<file path="src/rtl/aes_io_pkg.sv">
// Shared AES word/block I/O definitions used by the block serializer and the
// word-to-block loader.
package aes_io_pkg;

  localparam int AES_BLOCK_W = 128;
  localparam int AES_WORD_W  = 32;
  localparam int AES_NWORDS  = AES_BLOCK_W / AES_WORD_W;
  localparam int AES_IDX_W   = $clog2(AES_NWORDS);

  typedef enum logic {
    IDLE = 1'b0,
    SEND = 1'b1
  } aes_io_state_e;

  typedef logic [AES_IDX_W-1:0]   aes_word_idx_t;
  typedef logic [AES_BLOCK_W-1:0] aes_block_t;
  typedef logic [AES_WORD_W-1:0]  aes_word_t;

  // Word idx counted from the end that is transmitted first.
  function automatic aes_word_t aes_word_sel(input aes_block_t    blk,
                                             input aes_word_idx_t idx,
                                             input logic          msw_first);
    aes_word_t w;
    if (msw_first) begin
      w = blk[AES_BLOCK_W-1 - int'(idx)*AES_WORD_W -: AES_WORD_W];
    end else begin
      w = blk[int'(idx)*AES_WORD_W +: AES_WORD_W];
    end
    return w;
  endfunction

endpackage

</file>
<file path="src/rtl/aes_block_serializer_if.sv">
// Block-in / word-out handshake bundle of the AES block serializer.
interface aes_block_serializer_if
  import aes_io_pkg::*;
#(
  parameter int WORD_W  = AES_WORD_W,
  parameter int BLOCK_W = AES_BLOCK_W
);
  localparam int IDX_W = $clog2(BLOCK_W / WORD_W);

  logic               blk_valid;
  logic               blk_ready;
  logic [BLOCK_W-1:0] blk_data;
  logic               wd_valid;
  logic               wd_ready;
  logic [WORD_W-1:0]  wd_data;
  logic [IDX_W-1:0]   wd_idx;
  logic               wd_last;
  logic               busy;

  modport slave (
    input  blk_valid, blk_data, wd_ready,
    output blk_ready, wd_valid, wd_data, wd_idx, wd_last, busy
  );

  modport master (
    output blk_valid, blk_data, wd_ready,
    input  blk_ready, wd_valid, wd_data, wd_idx, wd_last, busy
  );

endinterface

</file>
<file path="src/rtl/aes_block_serializer.sv">
// Splits one BLOCK_W block into NWORDS words, one per accepted output beat;
// the next block can be taken on the last-word beat with no idle cycle.
module aes_block_serializer
  import aes_io_pkg::*;
#(
  parameter int WORD_W    = AES_WORD_W,
  parameter int BLOCK_W   = AES_BLOCK_W,
  parameter bit MSW_FIRST = 1'b1
) (
  input logic                   clk,
  input logic                   rst_n,
  aes_block_serializer_if.slave bus
);

  localparam int               NWORDS   = BLOCK_W / WORD_W;
  localparam int               IDX_W    = $clog2(NWORDS);
  localparam logic [IDX_W-1:0] LAST_IDX = IDX_W'(NWORDS - 1);

  aes_io_state_e      state_q, state_d;
  logic [IDX_W-1:0]   idx_q, idx_d;
  logic [BLOCK_W-1:0] shift_q, shift_d;
  logic               wd_valid_q, wd_valid_d;
  logic               wd_last_q, wd_last_d;
  logic [WORD_W-1:0]  wd_data_q, wd_data_d;
  logic [WORD_W-1:0]  head_s;
  logic               out_xfer_s;
  logic               blk_ready_s;

  // Next state, shift register and index update
  always_comb begin
    state_d     = state_q;
    idx_d       = idx_q;
    shift_d     = shift_q;
    blk_ready_s = 1'b0;
    out_xfer_s  = wd_valid_q && bus.wd_ready;
    case (state_q)
      IDLE: begin
        blk_ready_s = 1'b1;
        if (bus.blk_valid) begin
          shift_d = bus.blk_data;
          idx_d   = '0;
          state_d = SEND;
        end else begin
          state_d = IDLE;
        end
      end
      SEND: begin
        // Last beat frees the register, so the next block may load on the same edge.
        blk_ready_s = (idx_q == LAST_IDX) && bus.wd_ready;
        if (out_xfer_s && (idx_q == LAST_IDX)) begin
          if (bus.blk_valid) begin
            shift_d = bus.blk_data;
            idx_d   = '0;
            state_d = SEND;
          end else begin
            state_d = IDLE;
          end
        end else if (out_xfer_s) begin
          shift_d = MSW_FIRST ? (shift_q << WORD_W) : (shift_q >> WORD_W);
          idx_d   = idx_q + IDX_W'(1);
        end else begin
          state_d = SEND;
        end
      end
      default: begin
        state_d = IDLE;
      end
    endcase
  end

  // Current word always sits at the transmit end of the shift register
  generate
    if ((BLOCK_W == AES_BLOCK_W) && (WORD_W == AES_WORD_W)) begin : g_pkg_sel
      assign head_s = aes_word_sel(shift_d, '0, MSW_FIRST);
    end else begin : g_gen_sel
      assign head_s = MSW_FIRST ? shift_d[BLOCK_W-1 -: WORD_W] : shift_d[WORD_W-1:0];
    end
  endgenerate

  assign wd_valid_d = (state_d == SEND);
  assign wd_last_d  = (state_d == SEND) && (idx_d == LAST_IDX);
  assign wd_data_d  = (state_d == SEND) ? head_s : '0;

  // State and output registers
  always_ff @(posedge clk or negedge rst_n) begin
    if (!rst_n) begin
      state_q    <= IDLE;
      idx_q      <= '0;
      shift_q    <= '0;
      wd_valid_q <= 1'b0;
      wd_last_q  <= 1'b0;
      wd_data_q  <= '0;
    end else begin
      state_q    <= state_d;
      idx_q      <= idx_d;
      shift_q    <= shift_d;
      wd_valid_q <= wd_valid_d;
      wd_last_q  <= wd_last_d;
      wd_data_q  <= wd_data_d;
    end
  end

  assign bus.blk_ready = blk_ready_s;
  assign bus.wd_valid  = wd_valid_q;
  assign bus.wd_data   = wd_data_q;
  assign bus.wd_idx    = idx_q;
  assign bus.wd_last   = wd_last_q;
  assign bus.busy      = (state_q == SEND);

endmodule

</file>
<file path="src/flat_wrapper.sv">
// flat-port wrapper written by rule: the top's interface ports become plain ports
module aes_block_serializer_flat import aes_io_pkg::*;
#(
  parameter int WORD_W    = AES_WORD_W,
  parameter int BLOCK_W   = AES_BLOCK_W,
  parameter bit MSW_FIRST = 1'b1
)
  (clk, rst_n, bus_blk_valid, bus_blk_data, bus_wd_ready, bus_blk_ready, bus_wd_valid, bus_wd_data, bus_wd_idx, bus_wd_last, bus_busy);
  aes_block_serializer_if #(.WORD_W(WORD_W), .BLOCK_W(BLOCK_W)) bus_i ();
  input logic clk;
  input logic rst_n;
  input wire logic [$bits(bus_i.blk_valid)-1:0] bus_blk_valid;
  input wire logic [$bits(bus_i.blk_data)-1:0] bus_blk_data;
  input wire logic [$bits(bus_i.wd_ready)-1:0] bus_wd_ready;
  output wire logic [$bits(bus_i.blk_ready)-1:0] bus_blk_ready;
  output wire logic [$bits(bus_i.wd_valid)-1:0] bus_wd_valid;
  output wire logic [$bits(bus_i.wd_data)-1:0] bus_wd_data;
  output wire logic [$bits(bus_i.wd_idx)-1:0] bus_wd_idx;
  output wire logic [$bits(bus_i.wd_last)-1:0] bus_wd_last;
  output wire logic [$bits(bus_i.busy)-1:0] bus_busy;
  assign bus_i.blk_valid = bus_blk_valid;
  assign bus_i.blk_data = bus_blk_data;
  assign bus_i.wd_ready = bus_wd_ready;
  assign bus_blk_ready = bus_i.blk_ready;
  assign bus_wd_valid = bus_i.wd_valid;
  assign bus_wd_data = bus_i.wd_data;
  assign bus_wd_idx = bus_i.wd_idx;
  assign bus_wd_last = bus_i.wd_last;
  assign bus_busy = bus_i.busy;
  aes_block_serializer #(.WORD_W(WORD_W), .BLOCK_W(BLOCK_W), .MSW_FIRST(MSW_FIRST)) u_core (.clk(clk), .rst_n(rst_n), .bus(bus_i));
endmodule
</file>
<file path="config.mk">
export PLATFORM = sky130hd
export DESIGN_NAME = aes_block_serializer_flat
export DESIGN_NICKNAME = d
export VERILOG_FILES = /design/src/rtl/aes_io_pkg.sv /design/src/rtl/aes_block_serializer_if.sv /design/src/rtl/aes_block_serializer.sv /design/src/flat_wrapper.sv
export SDC_FILE = /design/constraint.sdc
export NUM_CORES = 1
export LEC_CHECK = 0
export ABC_CLOCK_PERIOD_IN_PS = 2620
export CORE_UTILIZATION = 57
export CTS_BUF_LIST = sky130_fd_sc_hd__clkbuf_4 sky130_fd_sc_hd__clkbuf_8
export DETAILED_ROUTE_END_ITERATION = 10
export PLACE_DENSITY = 0.84
export SYNTH_ARGS = -nofsm -noshare
export SYNTH_HDL_FRONTEND = slang
export SYNTH_SLANG_ARGS = --single-unit
</file>
<file path="constraint.sdc">
create_clock -name clk -period 2.62 [get_ports clk]
set_input_delay 0.524 -clock clk [delete_from_list [all_inputs] [get_ports clk]]
set_output_delay 0.524 -clock clk [all_outputs]
set_load 0.05 [all_outputs]
</file>
Word level (Yosys, flattened, before mapping)
Index checks and enable logic that the tools add are counted.

storage, ports and cells
  register bits after elaboration = 164
  input port bits = 132

operators by class
  add/sub/neg operators = 1
  equality and inequality tests = 3
  muxes and demuxes = 13
  bitwise logic cells = 1
  reduce and logical (&&, ||, !) cells = 4

operators by type and width
  operator                                      count
  2-to-1 mux 128 bit                            3
  case mux 128 bit (2 select lines)             1
  2-to-1 mux 32 bit                             1
  2-to-1 mux 2 bit                              3
  == test 2 bit, second input constant          2
  logical AND 1 bit                             4
  case mux 1 bit (2 select lines)               2
  case mux 2 bit (2 select lines)               1
  inequality test 3 bit, second input constant  1
  adder 2 x 1 -> 2 bit, second input constant   1
  2-to-1 mux 1 bit                              2
  NOT 1 bit                                     1

Longest topological paths before layout
  word-level depth = 6
  gate-level depth with buffers = 7

Worst setup path after synthesis
No wires, ideal clock.

  path type = register to output
  from = register u_core.idx_q[0], in the netlist u_core.bus.wd_idx[0]
  to = output port bus_blk_ready
  data arrival time = 1.839 ns
  data required time = 2.096 ns
  setup slack = 0.257 ns
  stages on the path, launching flop included = 6
  path buffers = 2
  path through = dfrtp_1 -> ha_1 -> a21boi_2 -> buf_4 -> inv_2 -> clkbuf_1

between the ends
  word-level cells in the longest chain between the ends = 3

ends and longest elaborated chain
  element                          line                        RTL
  from (decl)                      aes_block_serializer.sv:20  logic [IDX_W-1:0] idx_q, idx_d;
  from (signal assigned)           aes_block_serializer.sv:95  idx_q <= idx_d;
  == test 2 bit                    aes_block_serializer.sv:49  blk_ready_s = (idx_q == LAST_IDX) && bus.wd_ready;
  logical AND 1 bit                aes_block_serializer.sv:49
  case mux 1 bit (2 select lines)  aes_block_serializer.sv:36  case (state_q)
  to (decl)                        flat_wrapper.sv:15          output wire logic [$bits(bus_i.blk_ready)-1:0] bus_blk_ready;

No other way between the ends.

Final worst setup path
Same ends and word-level chain as after synthesis.

==> impl_metrics.toml <==
[worst_setup_path]
cp-startpoint = "u_core.bus.wd_idx[0]"
critPathArrivalTime_ns = 1.94
slowest_delay_ns = 0.43
cpMaxStageDelayCell = "dfrtp_1"
critPathKind = "reg2out"
startpoint_type = "flip-flop"
worstPathCellList = "ha_2, a21boi_4, inv_2, buf_12"
reg2reg_depth = 4
cp_max_fo = 22
critPathCaptureType = "primary output"
r2r_start = "u_core.bus.wd_idx[0]"
worst-endpoint-required_ns = 2.10

[detailed_routing]
ant_nets = 0
drt-initial-drc-count = 814
firstDrtPassIters = 6
routed_wl_um = 19900
wire_per_inst_um = 17.9
num_vias = 6633
viasPerCell = 5.96
drc = 0

[timing]
timing.fmax_mhz = 406
skew_ns = 0.0112
whs_ns = 0.0315
hold_violations = 0
slew_headroom_pct = 17.9
setup_tns_ns = 0
period_needed_ns = 2.46
setup_viol = 0
period_share_pct = 94.1
rsz0062_at_grt = "false"
setup_slack_ns = 0.156
tightest_slew_ns = 1.23
final_max_slew_viol_count = 0

[placement]
hpwl_um = 13400
portBuffers = 169
post-place-ws_ns = 0.0933
place.gp.congestion = 0.814

[yosys]
synthCells = 790
synth_nets = 923
synth_area_um2 = 8060
syn_avg_cell_area_um2 = 10.2
synthDistinctLibCells = 30
yosys.area.top_type = "dfrtp_1"
synth_edf_count = 0
ys_ff_latch = 164
synth_area_leaders = "dfrtp_1 51%, mux2i_1 9.9%, a221oi_1 7.0%, o21ai_0 5.8%, nor2_1 5.2%"
netlist.area_leader.share_pct = 50.9
synth_warnings = 0
synth.yosys.seq_area_share_pct = 50.9
synth-main-ff-cell = "dfrtp_1"
synthArstFlopShare_pct = 100

[global_routing]
grt_pass1_vias = 6292
gr-total-overflow = 0
grt_pass1_wl_um = 32000
grt_usage_pct = 28.2
grt_antenna_before_repair = 0
grt_start_max_net_pins = 76

[cts]
cts_resized = 1
cts.htree.levels = 4
cts.clk_slew.worst_paths_ns = 0.08
cts_tree = "yes"
cts-root-buf = "clkbuf_8"
insertion_delay_ns = 0.46
numCtsBuffers = 17
post-cts-setup-buffers = 0
clkSinkCount = 164
cts_hold_repair.buffers = 0
cts_buffer_depth = 2

[floorplan]
dieArea_um2 = 14600
die_height_um = 121
rows = 43
initial_core_util_pct = 58.3
io_pins = 170
die_x_um = 121
core_um2 = 13800

[power_and_ir_drop]
p_per_area_nw_per_um2 = 1080
switching_power_uw = 4380
sw_frac_of_total_pct = 39.5
seqPwrFrac_pct = 39.3
combPwrFrac_pct = 42.2
leakagePower_uw = 0.00456
p_total_uw = 11100
intPower_uw = 6720
peakVddDrop_mv = 0.535
power_frac_clock_pct = 18.4

[flow_run]
max_cap_violations = 0

[final_layout]
drive_above_1_share_pct = 6.97
area_delta_synth_final_pct = 27.1
antenna_cells = 0
fin_util_pct = 74.0
nNetsFinal = 1053

[hold_path]
worstHoldPathType = "in2async"

[status]
outcome = "finished clean"
==> flip-flops by register name, indices dropped and copies added (netlist names) <==
register / count
u_core.bus.busy: 1
u_core.bus.wd_data: 32
u_core.shift_q: 128
u_core.bus.wd_last: 1
u_core.bus.wd_idx: 2
==> area by class of cell <==
cell class,count,area [µm²]
Sequential cell,164,4110
Fill cell,932,3590
Multi-Input combinational cell,532,3500
Timing Repair Buffer,186,1900
Clock buffer,20,256
Tap cell,180,225
Clock inverter,11,184
Inverter,19,71.3
==> routing by layer <==
| metal | vias up | global-route usage (%) | wire (µm) |
|---|---|---|---|
| met1 | 3252 | 41.2 | 8940 |
| met4 | 0 | 9.26 | 340 |
| met3 | 29 | 5.22 | 1280 |
| met2 | 273 | 42.5 | 9330 |
| li1 | 3079 | - | - |
| met5 | - | 0 | 0 |
==> cell families (layout without fill, tap and decap cells) <==
kind of cell,after synthesis,after routing,share of synthesized area (%)
compound gates,212,212,17.9
buf+inv,94,236,5.95
flops,164,164,50.9
simple gates,239,239,15.1
mux,80,80,9.94
fa+ha+maj,1,1,0.155
==> final timing paths <==
kind | end | slack (ns)
setup / recovery | bus_blk_ready | 0.16
hold / removal | u_core.shift_q[106] | 0.03
setup reg to reg | u_core.shift_q[90] | 0.25
hold reg to reg | u_core.shift_q[29] | 0.51
max in group asynchronous | u_core.shift_q[124] | 1.87
min in group clk | u_core.bus.wd_data[12] | 0.47
==> through the flow <==
step	cells	cell area, µm²
final	1112	10200
after global routing	1112	10200
after CTS	1112	10200
after detailed placement	1081	9800
after global placement	1081	9800
after floorplan	790	8060
==> cells in the final DEF, fill, tap and decap left out, types with 18 or more instances in the layout <==
cell,count
nor2b_1,32
a221oi_1,64
inv_1,18
nor2_1,111
dfrtp_1,163
and3b_1,31
a22o_1,32
clkdlybuf4s50_1,163
nand2_1,35
nand2b_1,18
mux2i_1,80
o21ai_0,94
==> power groups by stage <==
stage,registers [µW],clock network [µW],logic [µW]
after floorplan,5110,0,2370
after detailed placement,4380,0,4650
after global routing,4470,2160,5120
after CTS,4340,2060,4680
after global placement,4290,0,4520
final,4370,2050,4690
==> worst max-delay path, delay by kind of cell (launching register included) <==
family	cells	cell delay [ns]
compound gates	1	0.10
buf+inv	2	0.51
flops	1	0.43
fa+ha+maj	1	0.43
==> cells in the mapped netlist (3+ instances only) <==
| cell type | n |
|---|---|
| a21oi_1 | 17 |
| buf_2 | 23 |
| nor2_1 | 111 |
| inv_1 | 18 |
| nand2_1 | 35 |
| o21ai_0 | 94 |
| buf_4 | 12 |
| nor2b_1 | 33 |
| nand2b_1 | 20 |
| a221oi_1 | 64 |
| buf_6 | 7 |
| a22o_1 | 32 |
| nand3b_1 | 3 |
| mux2i_1 | 80 |
| and3b_1 | 31 |
| dfrtp_1 | 164 |
| clkbuf_1 | 33 |
Power figures use the tool's default switching activity.
